`config.mk`:
```
export PLATFORM = sky130hd
export DESIGN_NAME = uart_tx_arbiter
export DESIGN_NICKNAME = d
export VERILOG_FILES = /design/src/rtl/uart_arb_pkg.sv /design/src/rtl/uart_tx_arbiter_rr_picker.sv /design/src/rtl/uart_tx_arbiter.sv
export SDC_FILE = /design/constraint.sdc
export NUM_CORES = 1
export LEC_CHECK = 0
export CORE_MARGIN = 4
export CORE_UTILIZATION = 40
export CTS_CLUSTER_SIZE = 16
export DETAILED_ROUTE_END_ITERATION = 10
export GPL_ROUTABILITY_DRIVEN = 0
export PLACE_DENSITY = 0.71
export SETUP_SLACK_MARGIN = 0.15
export SLEW_MARGIN = 20
export SYNTH_ARGS = -nofsm -noshare
export SYNTH_HDL_FRONTEND = slang
export SYNTH_HIERARCHICAL = 1
export SYNTH_SLANG_ARGS = --single-unit
```
`constraint.sdc`:
```
create_clock -name clk -period 2.5 [get_ports clk]
set_input_delay 0.25 -clock clk [delete_from_list [all_inputs] [get_ports clk]]
set_output_delay 0.25 -clock clk [all_outputs]
set_load 0.02 [all_outputs]
```
`src/rtl/uart_arb_pkg.sv`:
```
// Shared definitions for the UART transmit arbiter.
// State encoding, default busy timeout and grant-width helper.
package uart_arb_pkg;

    typedef enum logic [1:0] {
        IDLE      = 2'b00,
        WAIT_BUSY = 2'b01,
        WAIT_DONE = 2'b10
    } arb_state_t;

    localparam int BUSY_TIMEOUT_DEF = 16;
    localparam int CNT_W            = 8;

    function automatic int gw_of(input int n);
        if (n <= 2) begin
            return 1;
        end
        return $clog2(n);
    endfunction

endpackage

```
`src/rtl/uart_tx_arbiter_rr_picker.sv`:
```
// Round-robin picker: first set request searching upward from ptr+1.
// Purely combinational; wraps modulo NUM_REQ.
module rr_picker
    import uart_arb_pkg::*;
#(
    parameter int NUM_REQ = 4,
    parameter int GW      = gw_of(NUM_REQ)
) (
    input  logic [NUM_REQ-1:0] req,
    input  logic [GW-1:0]      ptr,
    output logic               found,
    output logic [GW-1:0]      idx
);

    logic [GW-1:0] cand;

    always_comb begin
        found = 1'b0;
        idx   = '0;
        cand  = '0;
        for (int k = 1; k <= NUM_REQ; k++) begin
            cand = GW'((int'(ptr) + k) % NUM_REQ);
            if (!found && req[cand]) begin
                found = 1'b1;
                idx   = cand;
            end
        end
    end

endmodule

```
`src/rtl/uart_tx_arbiter.sv`:
```
// Shares one UART TX core among NUM_REQ byte sources.
// Round-robin with message locking; one byte in flight at a time.
module uart_tx_arbiter
    import uart_arb_pkg::*;
#(
    parameter  int NUM_REQ      = 4,
    parameter  int BUSY_TIMEOUT = BUSY_TIMEOUT_DEF,
    localparam int GW           = gw_of(NUM_REQ)
) (
    input  logic                 clk,
    input  logic                 reset,
    input  logic [NUM_REQ-1:0]   req_valid,
    input  logic [8*NUM_REQ-1:0] req_data,
    input  logic [NUM_REQ-1:0]   req_last,
    output logic [NUM_REQ-1:0]   req_ready,
    output logic [7:0]           tx_data,
    output logic                 tx_start,
    input  logic                 tx_busy,
    output logic [GW-1:0]        grant,
    output logic                 locked,
    output logic                 tx_timeout
);

    arb_state_t state, state_d;

    logic [GW-1:0]      ptr, ptr_d;
    logic [CNT_W-1:0]   cnt, cnt_d;
    logic               last_q, last_d;
    logic               locked_d;
    logic [GW-1:0]      grant_d;
    logic [7:0]         tx_data_d;
    logic               tx_start_d;
    logic [NUM_REQ-1:0] ready_d;
    logic               timeout_d;

    logic [NUM_REQ-1:0] own_mask;
    logic [NUM_REQ-1:0] elig;
    logic               found;
    logic [GW-1:0]      win;
    logic [7:0]         win_byte;

    logic take;
    logic at_limit;
    logic busy_to;
    logic wait_tick;
    logic byte_done;
    logic end_byte;

    // While locked only the current owner may compete.
    assign own_mask = NUM_REQ'(1) << grant;
    assign elig     = locked ? (req_valid & own_mask) : req_valid;

    rr_picker #(
        .NUM_REQ (NUM_REQ),
        .GW      (GW)
    ) u_picker (
        .req   (elig),
        .ptr   (ptr),
        .found (found),
        .idx   (win)
    );

    always_comb begin
        win_byte = '0;
        for (int i = 0; i < NUM_REQ; i++) begin
            if (win == GW'(i)) begin
                win_byte = req_data[8*i +: 8];
            end
        end
    end

    assign at_limit  = (cnt == CNT_W'(BUSY_TIMEOUT - 1));
    assign take      = (state == IDLE) && found && !tx_busy;
    assign busy_to   = (state == WAIT_BUSY) && !tx_busy && at_limit;
    assign wait_tick = (state == WAIT_BUSY) && !tx_busy && !at_limit;
    assign byte_done = (state == WAIT_DONE) && !tx_busy;
    assign end_byte  = busy_to || byte_done;

    always_ff @(posedge clk) begin
        if (reset) begin
            state <= IDLE;
        end else begin
            state <= state_d;
        end
    end

    always_comb begin
        state_d = state;
        unique case (state)
            IDLE: begin
                if (take) begin
                    state_d = WAIT_BUSY;
                end
            end
            WAIT_BUSY: begin
                if (tx_busy) begin
                    state_d = WAIT_DONE;
                end else if (at_limit) begin
                    state_d = IDLE;
                end
            end
            WAIT_DONE: begin
                if (!tx_busy) begin
                    state_d = IDLE;
                end
            end
            default: state_d = IDLE;
        endcase
    end

    always_comb begin
        ptr_d      = ptr;
        cnt_d      = cnt;
        last_d     = last_q;
        locked_d   = locked;
        grant_d    = grant;
        tx_data_d  = tx_data;
        tx_start_d = 1'b0;
        ready_d    = '0;
        timeout_d  = 1'b0;

        unique case (1'b1)
            take: begin
                tx_data_d  = win_byte;
                tx_start_d = 1'b1;
                ready_d    = NUM_REQ'(1) << win;
                grant_d    = win;
                last_d     = req_last[win];
                cnt_d      = '0;
            end
            wait_tick: cnt_d = cnt + CNT_W'(1);
            busy_to:   timeout_d = 1'b1;
            default: ;
        endcase

        // A timed-out byte is treated as sent; it is never retried.
        if (end_byte) begin
            if (last_q) begin
                locked_d = 1'b0;
                ptr_d    = grant;
            end else begin
                locked_d = 1'b1;
            end
        end
    end

    always_ff @(posedge clk) begin
        if (reset) begin
            ptr        <= GW'(NUM_REQ - 1);
            cnt        <= '0;
            last_q     <= 1'b0;
            locked     <= 1'b0;
            grant      <= '0;
            tx_data    <= '0;
            tx_start   <= 1'b0;
            req_ready  <= '0;
            tx_timeout <= 1'b0;
        end else begin
            ptr        <= ptr_d;
            cnt        <= cnt_d;
            last_q     <= last_d;
            locked     <= locked_d;
            grant      <= grant_d;
            tx_data    <= tx_data_d;
            tx_start   <= tx_start_d;
            req_ready  <= ready_d;
            tx_timeout <= timeout_d;
        end
    end

endmodule

```
=== Yosys cells after proc, flatten, opt, wreduce, memory -nomap -nowiden ===
Index checks and enable logic that the tools add are counted.
W data, S select, Z words.

* Shift operators: 2
* Muxes and demuxes: 32
* Eq/ne operators: 9
* Bitwise logic cells: 2
* $lt $le $gt $ge: 5
* Add/subtract/negate cells: 5
* Reductions and logical operators: 21

{| class="wikitable"
|+ Operators by type and width
! operator !! count
|-
| $mux W8 || 4
|-
| $mux W2 || 8
|-
| $pmux W8 S2 || 1
|-
| $lt A2 B3 Y1 const B || 5
|-
| $mux W1 || 12
|-
| $bmux W1 S2 || 5
|-
| $logic_and A1 B1 Y1 || 9
|-
| $add A8 B1 Y8 const B || 1
|-
| $eq A8 B4 Y1 const B || 1
|-
| $shl A1 B2 Y4 const A || 2
|-
| $eq A2 B2 Y1 const B || 3
|-
| $pmux W2 S3 || 1
|-
| $logic_not A1 Y1 || 5
|-
| $add A2 B1 Y2 const B || 2
|-
| $add A2 B2 Y2 const B || 2
|-
| $and A4 B4 Y4 || 1
|-
| $eq A2 B1 Y1 const B || 2
|-
| $logic_not A2 Y1 || 2
|-
| $mux W4 || 1
|-
| $ne A2 B2 Y1 const B || 2
|-
| $ne A3 B3 Y1 const B || 1
|-
| $reduce_and A3 Y1 || 1
|-
| $reduce_and A2 Y1 || 1
|-
| $reduce_bool A2 Y1 || 1
|-
| 3 further kinds || 3
|}

* Input bits: 43
* Output and inout bits: 17
* Register bits after elaboration: 30

=== Longest topological paths before layout ===
* Word-level depth: 20
* Mapped depth: 10
* Depth with buffers taken out: 8

=== Hierarchy ===
Netlist, hierarchy kept.

{| class="wikitable"
|+ By module, submodules not included
! module !! area each (sq um) !! cells an instance !! times used
|-
| uart_tx_arbiter || 1508.9 || 163 || 1
|-
| rr_picker || 91.3 || 14 || 1
|}

=== Least setup slack after synthesis ===
OpenSTA, ideal clock, no wires.

* Kind: flip-flop to flip-flop
* From: reg grant[1]
* To: reg last_q
* Setup time: 132 ps
* Period minus slack after synthesis: 2465 ps
* Arrival: 2333 ps
* Slack: 35 ps
* Cell stages (with the launch flop): 11
* Path buffers: 2
* Path through: dfxtp_1 > nand2_1 > a21boi_0 > and2b_1 > a21oi_2 > o221ai_2 > buf_2 > buf_2 > mux4_2 > nand2_1 > a21oi_1

* Word-level cells in the longest chain between the ends: 17
* Elaborated cells between the ends (all ways): 29

{| class="wikitable"
|+ Ends and longest elaborated chain
! what !! line !! RTL
|-
| start: declaration || uart_tx_arbiter.sv:19 || <nowiki>output logic [GW-1:0] grant,</nowiki>
|-
| start signal: assignment || uart_tx_arbiter.sv:163 || <nowiki>grant <= grant_d;</nowiki>
|-
| $shl A1 B2 Y4 (*) || uart_tx_arbiter.sv:50 || <nowiki>assign own_mask = NUM_REQ'(1) << grant;</nowiki>
|-
| $and A4 B4 Y4 (*) || uart_tx_arbiter.sv:51 || <nowiki>assign elig = locked ? (req_valid & own_mask) : req_valid;</nowiki>
|-
| $mux W4 (*) || uart_tx_arbiter.sv:51 ||
|-
| via elig[3] || uart_tx_arbiter.sv:37 || <nowiki>logic [NUM_REQ-1:0] elig;</nowiki>
|-
| $bmux W1 S2 || uart_tx_arbiter_rr_picker.sv:23 || <nowiki>if (!found && req[cand]) begin</nowiki>
|-
| $mux W1 (not written as such) || uart_tx_arbiter_rr_picker.sv:23 ||
|-
| $mux W1 || uart_tx_arbiter_rr_picker.sv:23 ||
|-
| $logic_not A1 Y1 || uart_tx_arbiter_rr_picker.sv:23 ||
|-
| [3 not listed] || -- ||
|-
| $logic_and A1 B1 Y1 || uart_tx_arbiter_rr_picker.sv:23 ||
|-
| $mux W1 || uart_tx_arbiter_rr_picker.sv:23 ||
|-
| $logic_not A1 Y1 || uart_tx_arbiter_rr_picker.sv:23 ||
|-
| $logic_and A1 B1 Y1 || uart_tx_arbiter_rr_picker.sv:23 ||
|-
| $mux W2 (*) || uart_tx_arbiter_rr_picker.sv:23 ||
|-
| via win[0] || uart_tx_arbiter.sv:39 || <nowiki>logic [GW-1:0] win;</nowiki>
|-
| $bmux W1 S2 (*) || uart_tx_arbiter.sv:128 || <nowiki>last_d = req_last[win];</nowiki>
|-
| $mux W1 (not written as such) (*) || uart_tx_arbiter.sv:128 ||
|-
| end signal: assignment || uart_tx_arbiter.sv:161 || <nowiki>last_q <= last_d;</nowiki>
|-
| end: declaration || uart_tx_arbiter.sv:28 || <nowiki>logic last_q, last_d;</nowiki>
|}

The timed path passes the listed nets; every way through them passes the cells marked *. The select of a mux whose other input is x is not followed.
A chain may end at the register's enable or synchronous reset.

=== Worst setup path after layout ===
* From: reg grant[0]
* To: reg tx_data[3]

* Word-level cells in the longest chain between the ends: 20
* Elaborated cells between the ends (all ways): 35

{| class="wikitable"
|+ Ends and longest elaborated chain
! what !! line !! RTL
|-
| $shl A1 B2 Y4 (*) || uart_tx_arbiter.sv:50 ||
|-
| $and A4 B4 Y4 (*) || uart_tx_arbiter.sv:51 ||
|-
| $mux W4 (*) || uart_tx_arbiter.sv:51 ||
|-
| via elig[3] || uart_tx_arbiter.sv:37 ||
|-
| $bmux W1 S2 || uart_tx_arbiter_rr_picker.sv:23 ||
|-
| $mux W1 (not written as such) || uart_tx_arbiter_rr_picker.sv:23 ||
|-
| $mux W1 || uart_tx_arbiter_rr_picker.sv:23 ||
|-
| $logic_not A1 Y1 || uart_tx_arbiter_rr_picker.sv:23 ||
|-
| [4 not listed] || -- ||
|-
| $mux W1 || uart_tx_arbiter_rr_picker.sv:23 ||
|-
| $logic_not A1 Y1 || uart_tx_arbiter_rr_picker.sv:23 ||
|-
| $logic_and A1 B1 Y1 || uart_tx_arbiter_rr_picker.sv:23 ||
|-
| $mux W2 (*) || uart_tx_arbiter_rr_picker.sv:23 ||
|-
| via win[0] || uart_tx_arbiter.sv:39 ||
|-
| $logic_not A2 Y1 || uart_tx_arbiter.sv:66 || <nowiki>if (win == GW'(i)) begin</nowiki>
|-
| $mux W8 (3 in series) || uart_tx_arbiter.sv:66 ||
|-
| $mux W8 (*) || uart_tx_arbiter.sv:66 ||
|-
| end signal: assignment || uart_tx_arbiter.sv:164 || <nowiki>tx_data <= tx_data_d;</nowiki>
|-
| end: declaration || uart_tx_arbiter.sv:16 || <nowiki>output logic [7:0] tx_data,</nowiki>
|}

Marked as above.

==> impl_results.md <==
- Worst-case clock buffer depth: 2
- Family with the most delay on the worst path: compound AO/OA/AOI/OAI gates
- Mapped Cells: 177
- Max cap viols: 0
- DRT Wirelength: 3.826 mm
- Mean Syn Cell Area: 9.041 sq um
- Ranking of synthesized cells by area: dfxtp_1, mux4_2, nand2_1
- Worst path bufs/invs: 1
- Most common cell on crit path: nand2_1
- Max Freq: 460.0 MHz
- Worst path cell trace: nand2_1 -> a21boi_1 -> and2b_1 -> a21oi_2 -> o221ai_2 -> buf_12 -> mux4_2 -> nand2_1 -> a21oi_1
- Hold Startpoint: tx_data[2]
- Share of the synthesized area in the top cell type: 37.53%
- Worst slew pin tran: 402.8 ps
- Leak: 0.8564 nW
- Die area: 5077 sq um
- Synth warn: 6
- FF-to-FF Start: grant[0]
- Pins Over Slew Limit: 0
- Antenna diodes: 0
- DRC viols: 0
- Worst slack, placed: 53.56 ps
- Peak supply drop: 282.7 uV
- Initial Util: 42.44%
- Synth Register Bits: 30
- Critical Path Source: grant[0]
- Final Hold Viols: 0
- Synthesized net count: 221
- Main flop type after synthesis: dfxtp_1
- H-tree Lvls: 2
- R2r setup slk: 330 ps
- Worst setup EP type: flop
- First-pass detailed-route iteration total: 4
- Remaining antenna violation count: 0
- Vias per cell: 5.422
- Status: finished, final reports clean
- Post-synthesis sequential area ratio: 37.53%
- Post-synth EDFFs: 0
- Worst endpoint required time: 2660 ps
- WP data arrival: 2330 ps
- All-layer global routing usage: 15.70%
- NumNets Final: 284
- Fraction of layout cells with a size suffix above 1: 14.94%
- Number of global-route vias before repair: 1550
- Gr ovfl total: 0
- Vias: 1567
- Asr flop ratio synth: 0%
- Reg-to-Reg End: tx_data[3]
- Final Util: 64.47%
- Final worst path period share: 86.95%
- # clock sinks: 30
- Pwr dens: 577.2 nW/um^2
- IO buf count: 59
- Final worst slack: 326.3 ps
- Biggest area consumer among synthesized cells: dfxtp_1
- Inserted Clock Buffers: 5
- Die Ht: 71.25 microns
- Clock Skew: 6.147 ps
- Die X: 71.25 microns
- Top-Level Pins: 60
- Tot Pwr: 1.403 mW
- Hold Path Cell Cnt: 2
- First-pass GRT wire length: 6.527 mm
- CTS Hold Bufs: 0
- CP max FO: 14
- Wire per inst: 13.24 microns
- Relative slew slack: 73.11%
- Clock Latency Late Sink: 270 ps
- Worst R2R Path Depth: 9
- Hold endpoint: tx_data[2]
- CTS tree: yes
- Largest net degree at the start of global routing: 24
- Core Area: 3771 sq um
- CP Class: reg2reg
- Number of distinct library cells after synthesis: 45
- Startpoint Class: flop
- Initial antenna violation count: 0
- Finish-stage setup viols: 0
- Hold Crit Class: reg2reg
- Clock slew at reported path FFs: 60 ps
- Clk root buf: clkbuf_8
- Layout area overhead: 51.92%
- Iter 0 DRT Violations: 61
- Fin crit period: 2174 ps
- Crit path largest cell delay: 500 ps
- RSZ-0062 raised after global routing: false
- Setup total negative slack: 0 ps
- Slowest-stage cell, CP: mux4_2
- Post-Syn Area: 1600 sq um
- Post-DP HPWL: 2.918 mm
- Num rows: 22
stage by stage:
| step | area, sq um | instances | hold slack, ps |
|---|---|---|---|
| finish | 2431 | 289 | 461.0 |
| global placement | 2285 | 281 | 443.4 |
| CTS | 2427 | 289 | 462.6 |
| global route | 2431 | 289 | 492.5 |
| detailed placement | 2285 | 281 | 451.1 |
| floorplan | 1603 | 177 | 352.8 |
placed cells by master (no fill, tap or decap), types with 3 or more instances in the layout:
master / instances
clkdlybuf4s50_1: 59
nand2_1: 34
dfxtp_1: 28
a21oi_1: 20
mux4_2: 9
buf_4: 8
o21ai_0: 7
nand3_1: 6
nor2_1: 6
clkbuf_8: 6
nand2b_1: 5
nand3b_1: 3
nor3b_1: 3
flip-flops by register name, indices dropped and copies added, names as in the netlist:
name,count
cnt,8
grant,2
last_q,1
locked,1
ptr,2
req_ready,4
state,2
tx_data,8
tx_start,1
tx_timeout,1
cell families (layout without fill, tap and decap cells):
family          Yosys count  count (layout)  synth area share (%)
simple gates             76              76                 25.80
compound gates           45              45                 18.06
flops                    30              30                 37.53
buf+inv                  13              77                 3.283
mux                      11              11                 14.00
fa+ha+maj                 1               1                0.7817
xor+xnor                  1               1                0.5474
worst register-to-register path: stages, from the launching register on:
cell	delay, ps
dfxtp_2	400
nand2_1	80
a21boi_1	280
and2b_1	220
a21oi_2	40
o221ai_2	220
buf_12	190
mux4_2	500
nand2_1	80
a21oi_1	50
where the power goes:
group | switching [mW] | internal, mW | total, mW
sequential | 0.0227 | 0.501 | 0.524
clock | 0.176 | 0.425 | 0.601
combinational | 0.112 | 0.166 | 0.278
cell type report:
type / count / area [sq um]
Clock buffer: 6 / 82.58
Clock inverter: 2 / 60.06
Fill cell: 328 / 1340
Inverter: 1 / 3.754
Multi-Input combinational cell: 134 / 950.9
Sequential cell: 30 / 603.1
Tap cell: 48 / 60.06
Timing Repair Buffer: 68 / 670.6
repair_timing:
item,4_1_cts,5_1_grt
endpoints found under the setup margin,0,3
gates resized for setup,0,1
setup buffers,0,0
per-layer routing:
| metal | vias to the layer above | GRT usage [%] | part of all wire (%) |
|---|---|---|---|
| li1 | 782 | - | - |
| met3 | 2 | 6.031 | 10 |
| met4 | 0 | 5.219 | 0.60 |
| met2 | 60 | 24.90 | 46 |
| met1 | 723 | 19.58 | 43 |
| met5 | - | 0 | 0 |
how the worst max path moves through the flow:
stage / cells after the start / slack (ps) / end
after CTS: 9 / 320 / tx_data[3]
after detailed placement: 9 / 50 / tx_data[3]
after global placement: 7 / 120 / req_ready[0]
after global routing: 8 / 150 / tx_data[5]
final: 9 / 330 / tx_data[3]
after floorplan: 9 / 170 / last_q
synthesized netlist by cell type (3+ instances only):
cell type	instances
nor3b_1	3
nand2_1	34
a21oi_1	20
clkbuf_1	8
nand2b_1	5
dfxtp_1	30
a21boi_0	3
buf_2	3
nand3b_1	3
o21ai_0	7
mux4_2	9
nor2_1	6
nand3_1	6
(Power assumes the default switching activity.)
